### src/rtl/lightboard_pkg.sv
// Shared constants, pixel/ink types and pure helpers for the lightboard ink compositor.
package lightboard_pkg;

    localparam int unsigned H_PIX   = 320;
    localparam int unsigned V_PIX   = 240;
    localparam int unsigned BRUSH_R = 4;

    typedef struct packed {
        logic [1:0] tag;
        logic [5:0] luma;
    } px_t;

    typedef enum logic [1:0] {
        INK_NONE = 2'b00,
        INK_PINK = 2'b01,
        INK_B    = 2'b10,
        INK_C    = 2'b11
    } ink_t;

    // Luma always refreshes; only the ink tag depends on brush hit and mode.
    function automatic px_t compose_px(input logic hit, input logic erase, input ink_t ink,
                                       input logic [5:0] luma, input px_t stored);
        px_t res;
        res.luma = luma;
        if (!hit) begin
            res.tag = stored.tag;
        end else if (!erase && (ink != INK_NONE)) begin
            res.tag = ink;
        end else begin
            res.tag = 2'b00;
        end
        return res;
    endfunction

    function automatic logic [16:0] pix_addr(input logic [9:0] v, input logic [10:0] h);
        return ({7'd0, v} << 8) + ({7'd0, v} << 6) + {6'd0, h};
    endfunction

endpackage

### src/rtl/brush_hit.sv
// Square brush window test: pixel lies within BRUSH_R of the pen COM on both axes.
module brush_hit
    import lightboard_pkg::*;
(
    input  logic [10:0] x_com,
    input  logic [9:0]  y_com,
    input  logic [10:0] px_x,
    input  logic [9:0]  px_y,
    input  logic        com_seen,
    output logic        hit
);

    logic signed [11:0] dx_s;
    logic signed [11:0] dy_s;
    logic [11:0]        adx_s;
    logic [11:0]        ady_s;

    // Signed differences stay in range, so the window clips at frame edges without wrapping.
    always_comb begin
        dx_s  = $signed({1'b0, px_x}) - $signed({1'b0, x_com});
        dy_s  = $signed({2'b00, px_y}) - $signed({2'b00, y_com});
        adx_s = dx_s[11] ? $unsigned(-dx_s) : $unsigned(dx_s);
        ady_s = dy_s[11] ? $unsigned(-dy_s) : $unsigned(dy_s);
        hit   = com_seen && (adx_s <= 12'(BRUSH_R)) && (ady_s <= 12'(BRUSH_R));
    end

endmodule

### src/rtl/compare_unit.sv
// Eight-phase read-modify-write ink compositor sharing one frame BRAM port with the VGA reader.
module compare_unit
    import lightboard_pkg::*;
(
    input  logic        clk_in,
    input  logic        rst_in,
    input  logic [10:0] x_com_in,
    input  logic [9:0]  y_com_in,
    input  logic        com_valid_in,
    input  logic [10:0] hcount,
    input  logic [9:0]  vcount,
    input  logic [5:0]  y_pixel,
    input  logic [1:0]  color_select,
    input  logic        write_erase_select,
    input  logic [7:0]  pixel_from_bram,
    output logic [7:0]  pixel_for_bram,
    output logic [16:0] pixel_addr_forbram,
    output logic        valid_pixel_forbram,
    output logic        pixelread_forvga_valid,
    output logic        pixeladdr_forvga_valid
);

    logic [2:0]  phase_q,    phase_d;
    logic [10:0] x_com_q,    x_com_d;
    logic [9:0]  y_com_q,    y_com_d;
    logic        com_seen_q, com_seen_d;
    logic [10:0] snap_x_q,   snap_x_d;
    logic [9:0]  snap_y_q,   snap_y_d;
    logic        snap_seen_q, snap_seen_d;
    logic [10:0] h_q,        h_d;
    logic [9:0]  v_q,        v_d;
    logic [5:0]  y_q,        y_d;
    logic        void_q,     void_d;
    logic [16:0] addr_q,     addr_d;
    logic [7:0]  data_q,     data_d;
    logic        wr_q,       wr_d;
    logic        vga_addr_q, vga_addr_d;
    logic        vga_rd_q,   vga_rd_d;
    logic        hit_s;
    logic        void_now_s;

    brush_hit u_brush_hit (
        .x_com    (snap_x_q),
        .y_com    (snap_y_q),
        .px_x     (h_q),
        .px_y     (v_q),
        .com_seen (snap_seen_q),
        .hit      (hit_s)
    );

    // Next-state logic; outputs are decoded from the upcoming phase so they are registered.
    always_comb begin
        phase_d     = phase_q + 3'd1;
        void_now_s  = (hcount >= 11'(H_PIX)) || (vcount >= 10'(V_PIX));
        snap_x_d    = snap_x_q;
        snap_y_d    = snap_y_q;
        snap_seen_d = snap_seen_q;
        h_d         = h_q;
        v_d         = v_q;
        y_d         = y_q;
        void_d      = void_q;
        addr_d      = 17'd0;
        data_d      = 8'd0;
        wr_d        = 1'b0;
        vga_addr_d  = (phase_d >= 3'd5);
        vga_rd_d    = (phase_d == 3'd7);

        if (com_valid_in) begin
            x_com_d    = x_com_in;
            y_com_d    = y_com_in;
            com_seen_d = 1'b1;
        end else begin
            x_com_d    = x_com_q;
            y_com_d    = y_com_q;
            com_seen_d = com_seen_q;
        end

        case (phase_q)
            3'd0: begin
                snap_x_d    = x_com_q;
                snap_y_d    = y_com_q;
                snap_seen_d = com_seen_q;
                h_d         = hcount;
                v_d         = vcount;
                y_d         = y_pixel;
                void_d      = void_now_s;
                addr_d      = void_now_s ? 17'd0 : pix_addr(vcount, hcount);
            end
            3'd1, 3'd2: begin
                addr_d = addr_q;
            end
            3'd3: begin
                addr_d = addr_q;
                wr_d   = ~void_q;
                data_d = void_q ? 8'd0 :
                         compose_px(hit_s, write_erase_select, ink_t'(color_select),
                                    y_q, px_t'(pixel_from_bram));
            end
            default: begin
                addr_d = 17'd0;
            end
        endcase
    end

    // State registers with synchronous active-low reset; reset aborts any in-flight job.
    always_ff @(posedge clk_in) begin
        if (!rst_in) begin
            phase_q     <= 3'd0;
            x_com_q     <= 11'd0;
            y_com_q     <= 10'd0;
            com_seen_q  <= 1'b0;
            snap_x_q    <= 11'd0;
            snap_y_q    <= 10'd0;
            snap_seen_q <= 1'b0;
            h_q         <= 11'd0;
            v_q         <= 10'd0;
            y_q         <= 6'd0;
            void_q      <= 1'b0;
            addr_q      <= 17'd0;
            data_q      <= 8'd0;
            wr_q        <= 1'b0;
            vga_addr_q  <= 1'b0;
            vga_rd_q    <= 1'b0;
        end else begin
            phase_q     <= phase_d;
            x_com_q     <= x_com_d;
            y_com_q     <= y_com_d;
            com_seen_q  <= com_seen_d;
            snap_x_q    <= snap_x_d;
            snap_y_q    <= snap_y_d;
            snap_seen_q <= snap_seen_d;
            h_q         <= h_d;
            v_q         <= v_d;
            y_q         <= y_d;
            void_q      <= void_d;
            addr_q      <= addr_d;
            data_q      <= data_d;
            wr_q        <= wr_d;
            vga_addr_q  <= vga_addr_d;
            vga_rd_q    <= vga_rd_d;
        end
    end

    assign pixel_for_bram         = data_q;
    assign pixel_addr_forbram     = addr_q;
    assign valid_pixel_forbram    = wr_q;
    assign pixelread_forvga_valid = vga_rd_q;
    assign pixeladdr_forvga_valid = vga_addr_q;

endmodule

### config.mk
export PLATFORM = sky130hd
export DESIGN_NAME = compare_unit
export DESIGN_NICKNAME = d
export VERILOG_FILES = /design/src/rtl/lightboard_pkg.sv /design/src/rtl/brush_hit.sv /design/src/rtl/compare_unit.sv
export SDC_FILE = /design/constraint.sdc
export NUM_CORES = 1
export LEC_CHECK = 0
export ABC_AREA = 1
export CORE_MARGIN = 8
export CORE_UTILIZATION = 55
export CTS_BUF_LIST = sky130_fd_sc_hd__clkbuf_4 sky130_fd_sc_hd__clkbuf_8
export CTS_CLUSTER_DIAMETER = 200
export DETAILED_ROUTE_END_ITERATION = 8
export PLACE_DENSITY = 0.85
export REMOVE_ABC_BUFFERS = 1
export SLEW_MARGIN = 30
export SYNTH_ARGS = -nofsm -noshare
export SYNTH_HDL_FRONTEND = slang
export SYNTH_SLANG_ARGS = --single-unit
### constraint.sdc
create_clock -name clk_in -period 5.9 [get_ports clk_in]
set_input_delay 1.77 -clock clk_in [delete_from_list [all_inputs] [get_ports clk_in]]
set_output_delay 1.77 -clock clk_in [all_outputs]
set_load 0.03 [all_outputs]
==> results.py, run 1 <==
metrics = {
    "routing": {
        "wl_per_cell_um": 12.8,
        "drt_pre_antenna_iters": 5,
        "viasPerCell": 5.14,
        "num_vias": 5485,
        "drc": 0,
        "drt_iter0_markers": 313,
        "drtAntennaViolNets": 0,
        "wirelength_um": 13600,
    },
    "cts": {
        "ctsResizeCount": 0,
        "clockBufferDepth": 2,
        "cts_tree": "done",
        "clkTransAtPathRegs_ns": 0.10,
        "numCtsBuffers": 9,
        "clock-root-buffer": "clkbuf_8",
        "post-cts-setup-buffers": 0,
        "cts_max_level": 3,
        "clkLatencyLatePin_ns": 0.36,
        "hold_buffers": 0,
        "numClockSinks": 103,
    },
    "layout": {
        "finalNetCount": 1038,
        "final_layout_size_suffix_gt1_frac": 0.0602,
        "regArea_mm2": 0.00206,
        "syn_to_final_growth_pct": 19.2,
        "fill_cells": 882,
        "diodes": 0,
        "final_common_cell": "nand2_1",
        "multi_input_area_mm2": 0.00325,
        "layout_common_cells": "nand2_1, inv_1, dfxtp_1",
        "finalNonFillerCells": 1067,
    },
    "timing": {
        "drv_slew": 0,
        "setup_tns_ns": 0,
        "rsz0062_at_grt": "no",
        "finalCritPeriodShare": 0.746,
        "finalSetupViolations": 0,
        "clock_skew_ns": 0.0188,
        "finalHoldViolCount": 0,
        "fmax_ghz": 0.227,
        "worst_pin_slew_ns": 0.895,
        "min_period_ns": 4.40,
        "relSlewSlack": 0.403,
    },
    "worst_setup_path": {
        "crit_fanout": 3,
        "crit_type": "in2reg",
        "worst_ep_required_time_ns": 6.15,
        "r2r_slack_ns": 3.14,
        "r2r_start": "phase_q[0]$_SDFF_PN0_",
        "rr_worst_depth": 11,
        "cp-start-kind": "input pin",
        "crit_path_end_kind": "flip-flop",
        "r2r_end": "pixel_addr_forbram[14]$_SDFFE_PN0N_",
        "cp.arrival_ns": 4.65,
    },
    "floorplanning": {
        "die_w_um": 119,
        "pin_count": 90,
        "initial_core_util": 0.568,
        "coreArea_mm2": 0.0103,
        "rows": 37,
        "die_area_mm2": 0.0142,
        "die_h_um": 119,
    },
    "logic_synthesis": {
        "yosys_warnings": 0,
        "synthAdderAreaFrac": 0.114,
        "synthDistinctLibCells": 43,
        "synth_cells": 854,
        "synth_seq_area_share": 0.352,
        "synth_area_per_cell_um2": 6.86,
        "synth_seq_cells": 103,
        "synth_area_mm2": 0.00586,
        "synth_edf_count": 0,
        "synth_compound_area_frac": 0.152,
        "synthMuxAreaShare": 0,
        "synth_xor_area_frac": 0.00726,
        "ys_dominant_reg_cell": "dfxtp_1",
        "synth-simple-area-share": 0.280,
        "async_flop_share": 0,
        "synth_top_family_by_area": "simple AND/OR/NAND/NOR gates",
    },
    "placed_design": {
        "place.gp.congestion": 0.909,
        "io_buffers": 83,
        "placed_cells": 1051,
        "dpl.hpwl_um": 10200,
    },
    "power": {
        "ir_drop_mv": 0.140,
        "power_w": 0.00204,
        "powerDensity_mw_per_mm2": 293,
        "p_leak_nw": 3.28,
    },
    "worst_hold_path": {
        "hp-class": "reg2reg",
        "min_to": "pixel_for_bram[0]$_SDFF_PP0_",
        "hold_depth": 2,
        "hold_start": "y_q[0]$_SDFFE_PN0P_",
    },
    "global_routing": {
        "grt_pass1_wl_um": 23100,
        "grt_usage": 0.191,
        "overflow": 0,
        "grt_pass1_vias": 5186,
        "grt_max_degree": 67,
        "grt_antenna_before_repair": 0,
    },
    "run": {
        "max_cap_viol_count": 0,
    },
    "status": {
        "status": "finished, final reports clean",
    },
}
power breakdown:
group	switching, W	internal [W]
clock	0.000272	0.000167
sequential	0.0000270	0.000750
combinational	0.000525	0.000303
total	0.000824	0.00122
cell type report:
cell class / count / share of cell area
clock buffers: 9 / 0.0177
clock inverters: 7 / 0.0111
inverters: 119 / 0.0639
multi-input cells: 605 / 0.464
flip-flops and latches: 103 / 0.295
well taps: 136 / 0.0243
repair buffers: 88 / 0.124
kinds of logic (layout without fill, tap and decap cells):
family                   count (synthesis)  after routing
AO/OA/AOI/OAI                          168            168
XOR/XNOR                                 4              4
adder cells (fa/ha/maj)                 50             50
buffers and inverters                  146            223
flip-flops                             103            103
AND/OR/NAND/NOR                        383            383
synth_stat cells, types with 2 or more instances:
cell      number  share of area
nand3_2        4         0.0068
nand3b_1       4         0.0051
nor2_1        99          0.063
or2_2          3         0.0032
nand4_1        8         0.0085
nand3_1       47          0.040
a21boi_0       3         0.0038
nand2_2        4         0.0043
a21oi_1       76          0.065
inv_1        114          0.073
clkbuf_1      23          0.015
o21ai_1        2         0.0017
fa_1           6          0.020
a21oi_2        3         0.0045
xor2_1         3         0.0045
inv_2          5         0.0032
buf_1          2         0.0013
nor2_2         7         0.0075
o21ai_0       75          0.064
nor3_2         2         0.0034
o21bai_1       2         0.0026
nand2_1      193           0.12
dfxtp_1      103           0.35
nor3_1         4         0.0034
ha_1          44          0.094
per-layer routing:
metal	up-vias	global-route usage	share of wire
met5	-	0	0
met4	0	0.0443	0.0071
met1	2474	0.249	0.48
met2	126	0.317	0.46
li1	2879	-	-
met3	6	0.0406	0.059
registers in the layout (all words and copies together) (netlist names), 3 cells and up:
signal and flops:
snap_y_q 10, y_com_q 10, v_q 10, snap_x_q 11
x_com_q 11, y_q 6, h_q 11, pixel_addr_forbram 17
pixel_for_bram 8, phase_q 3
worst max path at each step:
stage                                     endpoint  slack [ns]       from  cells after the start
4_1_cts        pixel_addr_forbram[15]$_SDFFE_PN0N_        1.52  vcount[0]                     16
5_1_grt        pixel_addr_forbram[15]$_SDFFE_PN0N_        1.29  vcount[0]                     16
3_3_place_gp   pixel_addr_forbram[15]$_SDFFE_PN0N_        1.17  hcount[8]                     16
2_1_floorplan  pixel_addr_forbram[15]$_SDFFE_PN0N_        1.75  hcount[8]                     15
3_5_place_dp   pixel_addr_forbram[15]$_SDFFE_PN0N_        1.13  vcount[0]                     16
6_report       pixel_addr_forbram[15]$_SDFFE_PN0N_        1.50  vcount[0]                     16
worst max-delay path: stages:
cell and delay [ns]:
clkdlybuf4s50_1 0.47, fa_1 0.56, inv_1 0.07, fa_1 0.43, nor2_1 0.14, o21ai_0 0.12, nand2_1 0.08, nand2_1 0.06
nand2_1 0.06, a21oi_1 0.06, or2_2 0.29, nand2_1 0.06, a21oi_1 0.07, or2_2 0.27, nand3_1 0.07, a21oi_1 0.06
stage by stage:
step	hold WS (ns)	instance area [µm²]	util	worst slack [ns]
after global placement	0.425	6790	0.657	1.17
after detailed placement	0.430	6790	0.657	1.13
final	0.444	6990	0.677	1.50
after floorplan	0.416	5750	-	1.75
after global routing	0.464	6990	0.677	1.29
after CTS	0.446	6990	0.677	1.52
(Power assumes the default switching activity.)
==> run 2, diff against run 1 <==
clock period = 4.3 ns   (was 5.9 ns; I/O delays follow)
==> run 2 against run 1 <==
Net effect:
- largest cell class unchanged
- utilization grew 0.11 points
- cell count barely moved
- wire length up 3.6%
- combinational power is 39% higher
- critical endpoint unchanged
- via count increased by 1.8%
- critical path depth stayed put
- largest power group unchanged
- clock skew fell by 0.0049 ns
==> results.py, run 2 (synthesis gave the netlist of run 1 again) <==
metrics = {
    "status": {
        "status": "finished, final reports clean",
    },
    "timing": {
        "holdWs_ns": 0.443,
        "setup_ws_ns": 0.402,
        "finalSetupViolations": 0,
        "relSlewSlack": 0.418,
        "finalHoldViolCount": 0,
        "finalCritPeriodShare": 0.906,
        "worst_pin_slew_ns": 0.873,
        "clock_skew_ns": 0.0140,
        "rsz0062_at_grt": "no",
        "min_period_ns": 3.90,
        "setup_tns_ns": 0,
        "fmax_ghz": 0.257,
        "drv_slew": 0,
    },
    "worst_setup_path": {
        "rr_worst_depth": 18,
        "r2r_slack_ns": 1.62,
        "path_delay_family": "simple AND/OR/NAND/NOR gates",
        "r2r_start": "h_q[0]$_SDFFE_PN0P_",
        "cp-start-kind": "input pin",
        "slowest_stage": "fa_1",
        "cp_num_buf_inv": 2,
        "crit_path_end_kind": "flip-flop",
        "slowest_delay_ns": 0.58,
        "path_cells": "clkdlybuf4s50_1 > fa_1 > inv_1 > fa_1 > nor2_1 > o21ai_0 > nand2_1 > nand2_1 > nand2_1 > a21oi_1 > or2_2 > nand2_1 > a21oi_1 > or2_2 > nand3_1 > a21oi_1",
        "worst_ep_required_time_ns": 4.57,
        "crit_fanout": 2,
        "r2r_end": "pixel_for_bram[6]$_SDFF_PP0_",
        "cp.arrival_ns": 4.17,
        "crit_top_cell": "nand2_1",
        "crit_type": "in2reg",
    },
    "placed_design": {
        "dpl.hpwl_um": 10700,
        "io_buffers": 83,
        "place.gp.congestion": 0.924,
        "dp_slack_ns": 0.0103,
        "placed_cells": 1052,
    },
    "floorplanning": {
        "rows": 37,
        "pin_count": 90,
        "die_w_um": 119,
        "die_area_mm2": 0.0142,
        "coreArea_mm2": 0.0103,
        "die_h_um": 119,
        "initial_core_util": 0.568,
    },
    "layout": {
        "final_layout_size_suffix_gt1_frac": 0.0612,
        "finalNonFillerCells": 1068,
        "syn_to_final_growth_pct": 19.4,
        "finalNetCount": 1039,
        "final_common_cell": "nand2_1",
        "layout_common_cells": "nand2_1, inv_1, dfxtp_1",
        "diodes": 0,
        "fill_cells": 876,
        "largest_register_ffs": 17,
        "utilization": 0.678,
    },
    "global_routing": {
        "grt_pass1_vias": 5333,
        "grt_max_degree": 66,
        "grt_usage": 0.203,
        "overflow": 0,
        "grt_pass1_wl_um": 24100,
        "grt_antenna_before_repair": 0,
    },
    "routing": {
        "drt_pre_antenna_iters": 5,
        "drtAntennaViolNets": 0,
        "num_vias": 5585,
        "wl_per_cell_um": 13.2,
        "viasPerCell": 5.23,
        "wirelength_um": 14100,
        "drc": 0,
        "drt_iter0_markers": 322,
    },
    "cts": {
        "cts_tree": "done",
        "cts_max_level": 3,
        "post-cts-setup-buffers": 0,
        "clkLatencyLatePin_ns": 0.39,
        "numClockSinks": 103,
        "clockBufferDepth": 2,
        "ctsResizeCount": 0,
        "hold_buffers": 0,
        "clock-root-buffer": "clkbuf_8",
        "numCtsBuffers": 9,
        "clkTransAtPathRegs_ns": 0.11,
    },
    "power": {
        "powerDensity_mw_per_mm2": 405,
        "p_leak_nw": 3.29,
        "ir_drop_mv": 0.193,
    },
    "run": {
        "max_cap_viol_count": 0,
    },
    "worst_hold_path": {
        "min_to": "pixel_for_bram[4]$_SDFF_PP0_",
        "hp-class": "reg2reg",
        "hold_depth": 2,
        "hold_start": "y_q[4]$_SDFFE_PN0P_",
    },
}
## run 2: cell count changes in the layout (fill, tap and decap cells not counted)
cell        previous run  this run
clkinv_4               1         2
buf_4                  5         6
inv_8                  1         2
inv_6                  2         1
clkinvlp_4             1         0
## run 2: cell type report
type | count | area, µm² | area share
timing repair buffer | 89 | 871 | 0.124
multi-input combinational | 605 | 3250 | 0.464
clock inverter | 7 | 81.3 | 0.0116
inverter | 119 | 447 | 0.0638
tap | 136 | 170 | 0.0243
sequential | 103 | 2060 | 0.295
clock buffer | 9 | 124 | 0.0177
## run 2: worst register-to-register path, cell delays in order (launching register included)
cell,delay [ns]
dfxtp_1,0.31
inv_1,0.12
ha_1,0.18
inv_1,0.08
fa_1,0.44
inv_1,0.08
nand2_1,0.07
a21oi_2,0.16
nand3_1,0.14
nor2_2,0.12
nand2_1,0.08
o21ai_1,0.13
nand2_1,0.07
nand2_1,0.06
nand3_1,0.09
nor2_2,0.13
nand3_1,0.12
and2_1,0.16
nor2_1,0.08
## run 2: through the flow
stage / power, W / cell area, µm²
final: 0.00284 / 7000
after global routing: 0.00307 / 7000
after CTS: 0.00284 / 7000
after detailed placement: 0.00222 / 6800
after global placement: 0.00219 / 6800
after floorplan: 0.00194 / 5750
## run 2: worst max-delay path by stage
stage	endpoint	cells past startpoint	slack (ns)	start
floorplan	pixel_addr_forbram[15]$_SDFFE_PN0N_	15	0.63	hcount[8]
finish	pixel_addr_forbram[15]$_SDFFE_PN0N_	16	0.40	hcount[8]
global route	pixel_addr_forbram[15]$_SDFFE_PN0N_	16	0.14	hcount[8]
CTS	pixel_addr_forbram[15]$_SDFFE_PN0N_	16	0.43	hcount[8]
detailed placement	pixel_addr_forbram[15]$_SDFFE_PN0N_	16	0.01	hcount[8]
global placement	pixel_addr_forbram[15]$_SDFFE_PN0N_	16	0.06	hcount[8]
## run 2: routing by layer
metal  GRT usage  up-vias  wire length [µm]
met4      0.0656        0               258
met1       0.255     2542              6440
met5           0        -                 0
met2       0.335      139              6550
li1            -     2885                 -
met3      0.0487       19               847
## run 2: report_power, final
part,total [W],internal [W],switching [W]
clock,0.000621,0.000233,0.000388
combinational,0.00115,0.000417,0.000732
sequential,0.00107,0.00103,0.0000360
total,0.00284,0.00168,0.00116
==> run 3, diff against run 2 <==
--- a/config.mk
+++ b/config.mk
@@ -12,5 +12,6 @@
 export CTS_CLUSTER_DIAMETER = 200
 export DETAILED_ROUTE_END_ITERATION = 8
-export PLACE_DENSITY = 0.85
+export MAX_ROUTING_LAYER = met4
+export PLACE_DENSITY = 0.91
 export REMOVE_ABC_BUFFERS = 1
 export SLEW_MARGIN = 30
==> constraint.sdc (replaced) <==
create_clock -name clk_in -period 4.3 [get_ports clk_in]
set_input_delay 1.075 -clock clk_in [delete_from_list [all_inputs] [get_ports clk_in]]
set_output_delay 1.075 -clock clk_in [all_outputs]
set_load 0.03 [all_outputs]
==> run 3 against run 2 <==
Net effect:
- cell count about the same
- via count is 0.86% lower
- largest cell class unchanged
- non-clock buffer count is 1 lower
- die area did not move
- critical path type unchanged
- critical endpoint unchanged
==> results.py, run 3 (synthesis gave the netlist of run 1 again) <==
metrics = {
    "status": {
        "status": "finished, final reports clean",
    },
    "global_routing": {
        "overflow": 0,
        "use_met3": 0.0411,
        "grt.met2_usage": 0.341,
        "grt_pass1_wl_um": 23500,
        "met1_usage": 0.242,
        "grt_antenna_before_repair": 0,
        "grt_max_degree": 66,
        "top_usage_layer": "met2",
        "grt_usage": 0.202,
        "grt_pass1_vias": 5238,
    },
    "layout": {
        "layout_common_cells": "nand2_1, inv_1, dfxtp_1",
        "final_layout_size_suffix_gt1_frac": 0.0591,
        "finalNonFillerCells": 1067,
        "syn_to_final_growth_pct": 19.3,
        "finalNetCount": 1038,
        "diodes": 0,
        "largest_register_ffs": 17,
        "final_common_cell": "nand2_1",
    },
    "routing": {
        "viasPerCell": 5.19,
        "num_vias": 5537,
        "wirelength_um": 14000,
        "drtAntennaViolNets": 0,
        "wl_per_cell_um": 13.1,
        "drt_pre_antenna_iters": 5,
        "drt_iter0_markers": 381,
        "drc": 0,
    },
    "worst_setup_path": {
        "crit_fanout": 3,
        "path_cells": "clkdlybuf4s50_1 > fa_1 > inv_1 > fa_1 > nor2_1 > o21ai_0 > nand2_1 > nand2_1 > nand2_1 > a21oi_1 > or2_2 > nand2_1 > a21oi_1 > or2_2 > nand3_1 > a21oi_1",
        "r2r_slack_ns": 1.62,
        "worst_ep_required_time_ns": 4.55,
        "slowest_stage": "fa_1",
        "slowest_delay_ns": 0.56,
        "cp-start-kind": "input pin",
        "crit_top_cell": "nand2_1",
        "cp.arrival_ns": 3.99,
        "crit_type": "in2reg",
        "crit_path_end_kind": "flip-flop",
    },
    "cts": {
        "post-cts-setup-buffers": 0,
        "clock-root-buffer": "clkbuf_8",
        "clockBufferDepth": 2,
        "cts_tree": "done",
        "numClockSinks": 103,
        "clkLatencyLatePin_ns": 0.37,
        "numCtsBuffers": 9,
        "ctsResizeCount": 0,
        "cts_max_level": 3,
        "clkTransAtPathRegs_ns": 0.10,
        "hold_buffers": 0,
    },
    "floorplanning": {
        "die_h_um": 119,
        "pin_count": 90,
        "initial_core_util": 0.568,
        "die_w_um": 119,
        "rows": 37,
        "coreArea_mm2": 0.0103,
        "die_area_mm2": 0.0142,
    },
    "timing": {
        "worst_pin_slew_ns": 0.865,
        "finalHoldViolCount": 0,
        "finalCritPeriodShare": 0.870,
        "rsz0062_at_grt": "no",
        "relSlewSlack": 0.423,
        "min_period_ns": 3.74,
        "drv_slew": 0,
        "clock_skew_ns": 0.0153,
        "fmax_ghz": 0.267,
        "setup_tns_ns": 0,
        "finalSetupViolations": 0,
    },
    "power": {
        "sw_frac_of_total": 0.400,
        "p_leak_nw": 3.28,
        "powerDensity_mw_per_mm2": 402,
        "power_frac_seq": 0.379,
        "ir_drop_mv": 0.202,
        "comb_power_share": 0.408,
        "power_switching_w": 0.00112,
        "p_int_w": 0.00169,
        "power_frac_clock": 0.213,
    },
    "placed_design": {
        "placed_cells": 1051,
        "io_buffers": 83,
        "dpl.hpwl_um": 10600,
        "place.gp.congestion": 0.911,
    },
    "run": {
        "max_cap_viol_count": 0,
    },
    "worst_hold_path": {
        "hp-class": "reg2reg",
    },
}
-- run 3: cell types whose count changed in the layout (fill, tap and decap cells not counted) --
cell and delta:
clkdlybuf4s50_1 +1, clkinv_4 -2, inv_8 -1, clkinv_8 -1
inv_6 +2, buf_4 -1, buf_2 -1, clkinvlp_4 +1
clkbuf_8 +1
-- run 3: cell type report --
class,count,area (µm²)
Fill cell,826,3330
Inverter,119,447
Sequential cell,103,2060
Clock inverter,6,61.3
Clock buffer,10,138
Timing Repair Buffer,88,868
Tap cell,136,170
Multi-Input combinational cell,605,3250
-- run 3: metal layers --
| metal | up-vias | wire length (µm) | share of wire |
|---|---|---|---|
| li1 | 2874 | - | - |
| met1 | 2513 | 6410 | 0.46 |
| met2 | 136 | 6770 | 0.48 |
| met3 | 14 | 677 | 0.048 |
| met4 | 0 | 152 | 0.011 |
| met5 | - | 0 | 0 |
-- run 3: final timing paths --
path,start,to,depth (start not counted)
max,vcount[2],pixel_addr_forbram[15]$_SDFFE_PN0N_,16
min,y_q[2]$_SDFFE_PN0P_,pixel_for_bram[2]$_SDFF_PP0_,2
max reg2reg,v_q[0]$_SDFFE_PN0P_,pixel_for_bram[6]$_SDFF_PP0_,16
min reg2reg,y_q[2]$_SDFFE_PN0P_,pixel_for_bram[2]$_SDFF_PP0_,2
-- run 3: critical path: cells and delay by family --
family          cells  cell delay (ns)
simple gates        8             1.03
fa+ha+maj           2             0.99
compound gates      4             0.31
buf+inv             2             0.58
-- run 3: power by group through the flow --
stage | Clock (W) | Sequential, W | Combinational [W]
2_1_floorplan | 0 | 0.00108 | 0.000865
3_3_place_gp | 0 | 0.00108 | 0.00110
3_5_place_dp | 0 | 0.00109 | 0.00113
4_1_cts | 0.000610 | 0.00106 | 0.00114
5_1_grt | 0.000647 | 0.00107 | 0.00132
6_report | 0.000600 | 0.00107 | 0.00115
-- run 3: metrics by stage --
stage / worst slack [ns] / hold WS (ns) / power (W) / utilization / area, µm²
final: 0.561 / 0.440 / 0.00281 / 0.677 / 6990
after global routing: 0.354 / 0.456 / 0.00304 / 0.677 / 6990
after CTS: 0.602 / 0.438 / 0.00281 / 0.677 / 6990
after detailed placement: 0.199 / 0.427 / 0.00221 / 0.658 / 6790
after global placement: 0.264 / 0.423 / 0.00218 / 0.658 / 6790
after floorplan: 0.844 / 0.416 / 0.00194 / - / 5750
